<file path="src/rtl/control_pkg.sv">
// Shared encodings for the multi-cycle main control unit: opcodes, funct codes,
// ALU codes, mux selects, FSM state encoding and the control-word payload.
package control_pkg;

  localparam int unsigned OP_W      = 6;
  localparam int unsigned FN_W      = 6;
  localparam int unsigned ALU_W     = 3;
  localparam int unsigned STATE_W   = 4;
  localparam int unsigned MUX_SEL_W = 2;

  localparam logic [OP_W-1:0] OP_R    = 6'b000000;
  localparam logic [OP_W-1:0] OP_LW   = 6'b100011;
  localparam logic [OP_W-1:0] OP_SW   = 6'b101011;
  localparam logic [OP_W-1:0] OP_BEQ  = 6'b000100;
  localparam logic [OP_W-1:0] OP_ADDI = 6'b001000;
  localparam logic [OP_W-1:0] OP_J    = 6'b000010;

  localparam logic [FN_W-1:0] FN_ADD = 6'b100000;
  localparam logic [FN_W-1:0] FN_SUB = 6'b100010;
  localparam logic [FN_W-1:0] FN_AND = 6'b100100;
  localparam logic [FN_W-1:0] FN_OR  = 6'b100101;
  localparam logic [FN_W-1:0] FN_SLT = 6'b101010;

  localparam logic [ALU_W-1:0] ALU_AND = 3'b000;
  localparam logic [ALU_W-1:0] ALU_OR  = 3'b001;
  localparam logic [ALU_W-1:0] ALU_ADD = 3'b010;
  localparam logic [ALU_W-1:0] ALU_SUB = 3'b110;
  localparam logic [ALU_W-1:0] ALU_SLT = 3'b111;

  localparam logic [MUX_SEL_W-1:0] SRCB_REG     = 2'b00;
  localparam logic [MUX_SEL_W-1:0] SRCB_FOUR    = 2'b01;
  localparam logic [MUX_SEL_W-1:0] SRCB_IMM     = 2'b10;
  localparam logic [MUX_SEL_W-1:0] SRCB_IMM_SH2 = 2'b11;

  localparam logic [MUX_SEL_W-1:0] PCSRC_ALU    = 2'b00;
  localparam logic [MUX_SEL_W-1:0] PCSRC_ALUOUT = 2'b01;
  localparam logic [MUX_SEL_W-1:0] PCSRC_JUMP   = 2'b10;

  typedef enum logic [STATE_W-1:0] {
    S_IDLE     = 4'd0,
    S_FETCH    = 4'd1,
    S_DECODE   = 4'd2,
    S_EXEC_R   = 4'd3,
    S_WB_R     = 4'd4,
    S_EXEC_I   = 4'd5,
    S_WB_I     = 4'd6,
    S_MEM_ADDR = 4'd7,
    S_MEM_RD   = 4'd8,
    S_WB_MEM   = 4'd9,
    S_MEM_WR   = 4'd10,
    S_BRANCH   = 4'd11,
    S_JUMP     = 4'd12
  } state_e;

  typedef enum logic [1:0] {
    ALUOP_ADD   = 2'd0,
    ALUOP_SUB   = 2'd1,
    ALUOP_FUNCT = 2'd2
  } alu_op_e;

  typedef struct packed {
    logic                 pc_write;
    logic                 ir_write;
    logic                 mem_read;
    logic                 mem_write;
    logic                 reg_write;
    logic                 mem_to_reg;
    logic                 reg_dst;
    logic                 alu_src_a;
    logic [MUX_SEL_W-1:0] alu_src_b;
    logic [MUX_SEL_W-1:0] pc_source;
    logic                 instr_done;
    logic                 illegal_op;
    logic                 alu_active;
    alu_op_e              alu_op;
  } ctrl_t;

endpackage

</file>
<file path="src/rtl/control_alu_decoder.sv">
// Maps an ALU operation class plus the R-type funct field to an ALU control code.
module control_alu_decoder
  import control_pkg::*;
#(
  parameter int unsigned FUNCT_W    = 6,
  parameter int unsigned ALU_CTRL_W = 3
) (
  input  alu_op_e               alu_op_i,
  input  logic [FUNCT_W-1:0]    funct_i,
  output logic [ALU_CTRL_W-1:0] alu_ctrl_c_o
);

  logic [ALU_W-1:0] code;

  // Unknown funct values fall back to ADD without raising any flag.
  always_comb begin
    code = ALU_ADD;
    case (alu_op_i)
      ALUOP_SUB: code = ALU_SUB;
      ALUOP_FUNCT: begin
        case (funct_i)
          FUNCT_W'(FN_ADD): code = ALU_ADD;
          FUNCT_W'(FN_SUB): code = ALU_SUB;
          FUNCT_W'(FN_AND): code = ALU_AND;
          FUNCT_W'(FN_OR):  code = ALU_OR;
          FUNCT_W'(FN_SLT): code = ALU_SLT;
          default:          code = ALU_ADD;
        endcase
      end
      default: code = ALU_ADD;
    endcase
  end

  assign alu_ctrl_c_o = ALU_CTRL_W'(code);

endmodule

</file>
<file path="src/rtl/unidad_control_multiciclo.sv">
// Multi-cycle main control FSM: sequences fetch/decode/execute/memory/writeback
// for R, LW, SW, BEQ, ADDI and J, stalling on the memory ready handshake.
module unidad_control_multiciclo
  import control_pkg::*;
#(
  parameter int unsigned OPCODE_W   = 6,
  parameter int unsigned FUNCT_W    = 6,
  parameter int unsigned ALU_CTRL_W = 3
) (
  input  logic                  clk,
  input  logic                  rst_n,
  input  logic                  en,
  input  logic [OPCODE_W-1:0]   OPcode,
  input  logic [FUNCT_W-1:0]    funct,
  input  logic                  zero,
  input  logic                  mem_ready,
  output logic                  pc_write,
  output logic                  ir_write,
  output logic                  mem_read,
  output logic                  mem_write,
  output logic                  reg_write,
  output logic                  mem_to_reg,
  output logic                  reg_dst,
  output logic                  alu_src_a,
  output logic [1:0]            alu_src_b,
  output logic [ALU_CTRL_W-1:0] alu_control,
  output logic [1:0]            pc_source,
  output logic                  instr_done,
  output logic                  illegal_op,
  output logic [3:0]            state_o
);

  state_e state_q, state_d;
  ctrl_t  ctrl_c;
  logic [ALU_CTRL_W-1:0] dec_alu_c;

  logic op_r, op_lw, op_sw, op_beq, op_addi, op_j, op_legal;

  assign op_r     = (OPcode == OPCODE_W'(OP_R));
  assign op_lw    = (OPcode == OPCODE_W'(OP_LW));
  assign op_sw    = (OPcode == OPCODE_W'(OP_SW));
  assign op_beq   = (OPcode == OPCODE_W'(OP_BEQ));
  assign op_addi  = (OPcode == OPCODE_W'(OP_ADDI));
  assign op_j     = (OPcode == OPCODE_W'(OP_J));
  assign op_legal = op_r | op_lw | op_sw | op_beq | op_addi | op_j;

  // State register
  always_ff @(posedge clk or negedge rst_n) begin
    if (!rst_n) state_q <= S_IDLE;
    else        state_q <= state_d;
  end

  // Next-state logic; unused encodings recover to IDLE
  always_comb begin
    state_d = state_q;
    case (state_q)
      S_IDLE:     if (en) state_d = S_FETCH;
      S_FETCH:    if (mem_ready) state_d = S_DECODE;
      S_DECODE: begin
        if (op_r)               state_d = S_EXEC_R;
        else if (op_lw | op_sw) state_d = S_MEM_ADDR;
        else if (op_beq)        state_d = S_BRANCH;
        else if (op_addi)       state_d = S_EXEC_I;
        else if (op_j)          state_d = S_JUMP;
        else                    state_d = S_FETCH;
      end
      S_EXEC_R:   state_d = S_WB_R;
      S_WB_R:     state_d = S_FETCH;
      S_EXEC_I:   state_d = S_WB_I;
      S_WB_I:     state_d = S_FETCH;
      S_MEM_ADDR: state_d = op_lw ? S_MEM_RD : S_MEM_WR;
      S_MEM_RD:   if (mem_ready) state_d = S_WB_MEM;
      S_WB_MEM:   state_d = S_FETCH;
      S_MEM_WR:   if (mem_ready) state_d = S_FETCH;
      S_BRANCH:   state_d = S_FETCH;
      S_JUMP:     state_d = S_FETCH;
      default:    state_d = S_IDLE;
    endcase
  end

  // Moore outputs, with mem_ready/zero/opcode qualifications where required
  always_comb begin
    ctrl_c = '0;
    case (state_q)
      S_FETCH: begin
        ctrl_c.mem_read   = 1'b1;
        ctrl_c.alu_src_a  = 1'b0;
        ctrl_c.alu_src_b  = SRCB_FOUR;
        ctrl_c.alu_active = 1'b1;
        ctrl_c.alu_op     = ALUOP_ADD;
        ctrl_c.pc_source  = PCSRC_ALU;
        ctrl_c.ir_write   = mem_ready;
        ctrl_c.pc_write   = mem_ready;
      end
      S_DECODE: begin
        ctrl_c.alu_src_b  = SRCB_IMM_SH2;
        ctrl_c.alu_active = 1'b1;
        ctrl_c.alu_op     = ALUOP_ADD;
        ctrl_c.illegal_op = ~op_legal;
      end
      S_EXEC_R: begin
        ctrl_c.alu_src_a  = 1'b1;
        ctrl_c.alu_src_b  = SRCB_REG;
        ctrl_c.alu_active = 1'b1;
        ctrl_c.alu_op     = ALUOP_FUNCT;
      end
      S_WB_R: begin
        ctrl_c.reg_write  = 1'b1;
        ctrl_c.reg_dst    = 1'b1;
        ctrl_c.instr_done = 1'b1;
      end
      S_EXEC_I, S_MEM_ADDR: begin
        ctrl_c.alu_src_a  = 1'b1;
        ctrl_c.alu_src_b  = SRCB_IMM;
        ctrl_c.alu_active = 1'b1;
        ctrl_c.alu_op     = ALUOP_ADD;
      end
      S_WB_I: begin
        ctrl_c.reg_write  = 1'b1;
        ctrl_c.instr_done = 1'b1;
      end
      S_MEM_RD: ctrl_c.mem_read = 1'b1;
      S_WB_MEM: begin
        ctrl_c.reg_write  = 1'b1;
        ctrl_c.mem_to_reg = 1'b1;
        ctrl_c.instr_done = 1'b1;
      end
      S_MEM_WR: begin
        ctrl_c.mem_write  = 1'b1;
        ctrl_c.instr_done = mem_ready;
      end
      S_BRANCH: begin
        ctrl_c.alu_src_a  = 1'b1;
        ctrl_c.alu_src_b  = SRCB_REG;
        ctrl_c.alu_active = 1'b1;
        ctrl_c.alu_op     = ALUOP_SUB;
        ctrl_c.pc_source  = PCSRC_ALUOUT;
        ctrl_c.pc_write   = zero;
        ctrl_c.instr_done = 1'b1;
      end
      S_JUMP: begin
        ctrl_c.pc_source  = PCSRC_JUMP;
        ctrl_c.pc_write   = 1'b1;
        ctrl_c.instr_done = 1'b1;
      end
      default: ctrl_c = '0;
    endcase
  end

  control_alu_decoder #(
    .FUNCT_W    (FUNCT_W),
    .ALU_CTRL_W (ALU_CTRL_W)
  ) u_alu_dec (
    .alu_op_i     (ctrl_c.alu_op),
    .funct_i      (funct),
    .alu_ctrl_c_o (dec_alu_c)
  );

  // ALU control is forced to zero in states that do not use the ALU
  assign alu_control = ctrl_c.alu_active ? dec_alu_c : '0;
  assign pc_write    = ctrl_c.pc_write;
  assign ir_write    = ctrl_c.ir_write;
  assign mem_read    = ctrl_c.mem_read;
  assign mem_write   = ctrl_c.mem_write;
  assign reg_write   = ctrl_c.reg_write;
  assign mem_to_reg  = ctrl_c.mem_to_reg;
  assign reg_dst     = ctrl_c.reg_dst;
  assign alu_src_a   = ctrl_c.alu_src_a;
  assign alu_src_b   = ctrl_c.alu_src_b;
  assign pc_source   = ctrl_c.pc_source;
  assign instr_done  = ctrl_c.instr_done;
  assign illegal_op  = ctrl_c.illegal_op;
  assign state_o     = state_q;

endmodule

</file>
<file path="config.mk">
export PLATFORM = sky130hd
export DESIGN_NAME = unidad_control_multiciclo
export DESIGN_NICKNAME = d
export VERILOG_FILES = /design/src/rtl/control_pkg.sv /design/src/rtl/control_alu_decoder.sv /design/src/rtl/unidad_control_multiciclo.sv
export SDC_FILE = /design/constraint.sdc
export NUM_CORES = 1
export LEC_CHECK = 0
export ABC_AREA = 1
export CORE_AREA = 2 2 45 47
export CTS_BUF_LIST = sky130_fd_sc_hd__clkbuf_2 sky130_fd_sc_hd__clkbuf_4 sky130_fd_sc_hd__clkbuf_8
export CTS_CLUSTER_SIZE = 40
export DETAILED_ROUTE_END_ITERATION = 8
export DIE_AREA = 0 0 47 49
export PLACE_DENSITY = 0.78
export SLEW_MARGIN = 20
export SYNTH_ARGS = -nofsm -noshare
export SYNTH_HDL_FRONTEND = slang
export SYNTH_SLANG_ARGS = --single-unit
</file>
<file path="constraint.sdc">
create_clock -name clk -period 2.6 [get_ports clk]
set_input_delay 0.26 -clock clk [delete_from_list [all_inputs] [get_ports clk]]
set_output_delay 0.26 -clock clk [all_outputs]
set_load 0.01 [all_outputs]
</file>
## After elaboration in Yosys (flattened, before gate mapping)

Index checks and enable logic that the tools add are counted.

| word-level totals | value |
|---|---|
| flip-flop bits (word level) | 4 |
| input port bits | 17 |
| output and inout port bits | 21 |

| cells by class | value |
|---|---|
| equality and inequality tests | 27 |
| multiplexer cells | 27 |
| bitwise logic cells | 7 |
| reduce and logical (&&, ||, !) cells | 9 |

Operators by type and width:

| cell | count |
|---|---|
| equality test 6 bit, second input constant | 6 |
| two-way mux 4 bit | 9 |
| one-hot mux 4 bit (9 select lines) | 1 |
| equality test 4 bit, second input constant | 5 |
| equality test 4 x 3 -> 1 bit, second input constant | 4 |
| one-hot mux 3 bit (4 select lines) | 1 |
| one-hot mux 3 bit (3 select lines) | 1 |
| equality test 4 x 2 -> 1 bit, second input constant | 2 |
| two-way mux 1 bit | 8 |
| != test 2 bit, second input constant | 4 |
| OR reduction 4 bit | 2 |
| equality test 6 x 2 -> 1 bit, second input constant | 1 |
| equality test 6 x 3 -> 1 bit, second input constant | 1 |
| equality test 6 x 4 -> 1 bit, second input constant | 1 |
| logical NOT 6 bit | 1 |
| OR 1 bit | 6 |
| one-hot mux 2 bit (3 select lines) | 1 |
| one-hot mux 3 bit (2 select lines) | 1 |
| OR reduction 5 bit | 1 |
| equality test 4 x 1 -> 1 bit, second input constant | 1 |
| logical NOT 4 bit | 1 |
| one-hot mux 2 bit (2 select lines) | 1 |
| AND reduction 4 bit | 1 |
| OR reduction 2 bit | 2 |
| 8 further kinds | 8 |

## Depth between registers and ports, before layout

| logic depth | value |
|---|---|
| depth after elaboration | 8 |
| mapped depth | 9 |

## Cells and area by module

Synthesis repeated with hierarchy kept, for this count alone.

| unflattened totals | value |
|---|---|
| cells, all modules | 147 |
| area total of the unflattened synthesis | 745.7 um^2 |

Modules (own cells, without submodules):

| module | instances | cells an instance | area each (um^2) |
|---|---|---|---|
| unidad_control_multiciclo | 1 | 110 | 571.8 |
| control_alu_decoder | 1 | 37 | 173.9 |

## Least setup slack after synthesis

Ideal clock, no wire load.

| timing path | value |
|---|---|
| path type | reg2out |
| start point | reg state_q[2] (netlist: state_o[2]) |
| end point | out alu_control[1] |
| arrival time | 1.465 ns |
| slack | 0.875 ns |
| stages on the path, launching flop included | 9 |
| cells stage by stage | dfrtp_1 -> nor2_2 -> inv_1 -> nor2_1 -> ha_1 -> inv_1 -> nand2_1 -> o21ai_0 -> inv_1 |

| on the way | value |
|---|---|
| cells in the longest elaborated chain, start to end | 6 |

Ends and longest elaborated chain:

| what | line | source |
|---|---|---|
| from (decl) | unidad_control_multiciclo.sv:33 | `state_e state_q, state_d;` |
| from (signal assigned) | unidad_control_multiciclo.sv:50 | `else state_q <= state_d;` |
| equality test 4 x 2 -> 1 bit, or another cell as far along | unidad_control_multiciclo.sv:84 | `case (state_q)` |
| OR reduction 4 bit (no source line) | -- |  |
| one-hot mux 3 bit (3 select lines) (*) | unidad_control_multiciclo.sv:84 |  |
| equality test 2 bit / equality test 2 x 1 -> 1 bit (equally long branches) | control_alu_decoder.sv:18 | `case (alu_op_i)` |
| one-hot mux 3 bit (2 select lines) | control_alu_decoder.sv:18 |  |
| two-way mux 3 bit (*) | unidad_control_multiciclo.sv:160 | `assign alu_control = ctrl_c.alu_active ? dec_alu_c : '0;` |
| to (decl) | unidad_control_multiciclo.sv:26 | `output logic [ALU_CTRL_W-1:0] alu_control,` |

Every way passes the cells marked *; elsewhere a longest branch is shown, timed or not.

## Final worst setup path

| timing path | value |
|---|---|
| start point | reg state_q[0] (netlist: state_o[0]) |
| end point | out alu_control[2] |

Same word-level chain as after synthesis.

==> results.sh <==
export IMPL_crit_path_frequent_cell="inv_1"
export IMPL_core_area_mm2=0.00184
export IMPL_register_area_um2=101
export IMPL_dpl_cell_area_mm2=0.00107
export IMPL_finalSetupTns_ns=0
export IMPL_antenna_found_initial=0
export IMPL_rows=16
export IMPL_pwr_share_clk_pct=8.1
export IMPL_maxSlewViolCount=0
export IMPL_grtUsageTotal_pct=18.6
export IMPL_synth_cell_types=21
export IMPL_required_ns=2.34
export IMPL_async_flop_share_pct=100
export IMPL_multi_input_area_um2=465
export IMPL_synth_top_area_cell="nand2_1"
export IMPL_synthXorXnorAreaFrac_pct=0
export IMPL_clk_pin_slew_ns=0.04
export IMPL_cts_num_sinks=4
export IMPL_rsz0062_at_grt="false"
export IMPL_power_frac_seq_pct=15.5
export IMPL_numPlacedInstances=191
export IMPL_cp_slowest_stage_delay_ns=0.54
export IMPL_p_leak_nw=0.590
export IMPL_synth_top_family_by_area="simple AND/OR/NAND/NOR gates"
export IMPL_vias_per_cell=4.60
export IMPL_path_cells="nand2_1 -> nor2_2 -> ha_1 -> inv_1 -> o21ai_0 -> inv_1 -> nor2_1 -> clkdlybuf4s50_1"
export IMPL_synthTopCellsByArea="nand2_1 22%, inv_1 15%, dfrtp_1 15%"
export IMPL_powerDensity_mw_per_mm2=814
export IMPL_endpoint_kind="primary output"
export IMPL_report_final_setup_viol=0
export IMPL_synth_adder_area_share_pct=3.77
export IMPL_n_antenna_cell=0
export IMPL_muxShareOfSynthArea_pct=0
export IMPL_cts_setup_buffers=0
export IMPL_fin_area_mm2=0.00110
export IMPL_fin_nets=188
export IMPL_synth_edff_count=0
export IMPL_timing_final_crit_share_pct=92.8
export IMPL_clock_fmax_mhz=414
export IMPL_dieHeight_um=49
export IMPL_portBuffers=37
export IMPL_drc=0
export IMPL_hpwlAfterDp_mm=1.78
export IMPL_htreeDepth=1
export IMPL_swShare_pct=48.6
export IMPL_die_area_mm2=0.00230
export IMPL_pin_count=38
export IMPL_worst_pin_slew_ns=0.287
export IMPL_p_sw_mw=0.434
export IMPL_die_x_um=47
export IMPL_slowest_stage="clkdlybuf4s50_1"
export IMPL_vias=892
export IMPL_area_delta_synth_final_pct=65.7
export IMPL_ys_ff_latch=4
export IMPL_synth_compound_area_share_pct=9.43
export IMPL_synthFlopType="dfrtp_1"
export IMPL_grt_ovfl_total=0
export IMPL_routabilityCongestion=0.804
export IMPL_yosys_warnings=0
export IMPL_cts_buffer_depth=2
export IMPL_crit_path_start_kind="register"
export IMPL_finalHoldViolCount=0
export IMPL_yosysMostFrequentCell="nand2_1"
export IMPL_drt_iter0_markers=13
export IMPL_synthSimpleGateAreaFrac_pct=55.8
export IMPL_cts_tree="yes"
export IMPL_dr_pass1_iters=5
export IMPL_finalNonFillerCells=194
export IMPL_maxCapViolCount=0
export IMPL_synth_commonest_cells="39 x nand2_1, 27 x inv_1, 20 x nor2_1, 8 x nand3_1"
export IMPL_drive_gt1_share_pct=10.8
export IMPL_finalClockSkew_ns=0.00490
export IMPL_synth_avg_cell_area_um2=5.22
export IMPL_pwr_share_comb_pct=76.4
export IMPL_syn_nets=146
export IMPL_syn_inst=127
export IMPL_hold_class="in -> async"
export IMPL_netlist_area_um2=663
export IMPL_worstPathMaxFanout=8
export IMPL_clk_latency_ns=0.23
export IMPL_worstSetupPathType="reg -> out"
export IMPL_drt_wirelength_per_cell_um=10.2
export IMPL_drt_total_wl_mm=1.99
export IMPL_grt_pass1_wl_mm=3.22
export IMPL_power_mw=0.894
export IMPL_synth_top_area_share_pct=22.1
export IMPL_fin_util_pct=59.6
export IMPL_detail_route_antenna_nets=0
export IMPL_grt_max_degree=9
export IMPL_p_int_mw=0.460
export IMPL_yosysSeqAreaShare_pct=15.1
export IMPL_fill_cells=186
export IMPL_largest_reg_flops=4
export IMPL_outcome="finished clean"
export IMPL_peakVddDrop_v=0.000494
export IMPL_start_util_pct=36.0
export IMPL_numCtsBuffers=3
export IMPL_period_needed_ns=2.41
export IMPL_clock_root_buffer="clkbuf_4"
export IMPL_crit_arrival_ns=2.15
export IMPL_grt_pass1_vias=847
export IMPL_maxSlewHeadroom_pct=80.9
-- power by group through the flow --
stage,clock (mW),sequential [mW],combinational [mW]
2_1_floorplan,0,0.136,0.364
3_3_place_gp,0,0.133,0.669
3_5_place_dp,0,0.134,0.681
4_1_cts,0.0754,0.133,0.682
5_1_grt,0.0825,0.140,0.751
6_report,0.0727,0.138,0.683
-- logic make-up after synthesis --
family | Yosys count
simple gates | 83
buf+inv | 28
compound gates | 10
flops | 4
fa+ha+maj | 2
-- cell type report --
cell class / count / share of cell area (%)
inverter: 28 / 9.57
multi-input combinational: 95 / 42.4
sequential: 4 / 9.23
clock buffer: 3 / 2.05
tap: 27 / 3.08
timing repair buffer: 37 / 33.7
-- per-stage QoR --
step           hold slack, ns  setup slack (ns)
4_1_cts                 0.230            0.0534
5_1_grt                 0.237           0.00291
2_1_floorplan         -0.0356             0.875
6_report                0.231             0.187
3_3_place_gp            0.464             0.427
3_5_place_dp            0.472             0.300
-- timing repair --
| action | in CTS | in global routing |
|---|---|---|
| endpoints found under the setup margin | 0 | 3 |
| gates resized for setup | 0 | 3 |
| hold buffers | 0 | 0 |
-- placed cells by master, fill, tap and decap left out, types with 2 or more instances in the layout --
cell / n
nand2_1: 39
clkdlybuf4s50_1: 37
inv_1: 27
nor2_1: 19
nand3_1: 8
nor2_2: 4
nand4_1: 4
nand2_2: 4
o21ai_0: 3
clkbuf_4: 3
dfrtp_1: 3
nor2_4: 2
a21oi_1: 2
ha_1: 2
-- path summary, 6_finish.rpt --
kind / cells past startpoint / start / to / slack [ns]
worst max register to register: 6 / state_o[0]$_DFFE_PN0P_ / state_o[3]$_DFFE_PN0P_ / 1.27
min in group clk: 2 / state_o[3]$_DFFE_PN0P_ / state_o[3]$_DFFE_PN0P_ / 0.75
worst max-delay path: 8 / state_o[0]$_DFFE_PN0P_ / alu_control[2] / 0.19
max in group asynchronous: 1 / rst_n / state_o[2]$_DFFE_PN0P_ / 2.18
worst min-delay path: 1 / rst_n / state_o[3]$_DFFE_PN0P_ / 0.23
worst min register to register: 2 / state_o[3]$_DFFE_PN0P_ / state_o[3]$_DFFE_PN0P_ / 0.75
-- routing by layer --
| metal | track usage [%] | wire length, um | vias to the layer above |
|---|---|---|---|
| met5 | 0 | 0 | - |
| met4 | 3.70 | 0 | 0 |
| met3 | 4.81 | 99 | 0 |
| met2 | 37.7 | 1150 | 27 |
| met1 | 16.7 | 736 | 392 |
| li1 | - | - | 473 |
-- critical path: cells and delay by family, from the launching register on --
family	cells	cell delay, ns
buffers and inverters	3	0.65
and+or+nand+nor	3	0.46
AOI/OAI and AO/OA	1	0.15
adders and majority gates	1	0.18
DFF	1	0.50
(Power assumes the default switching activity.)
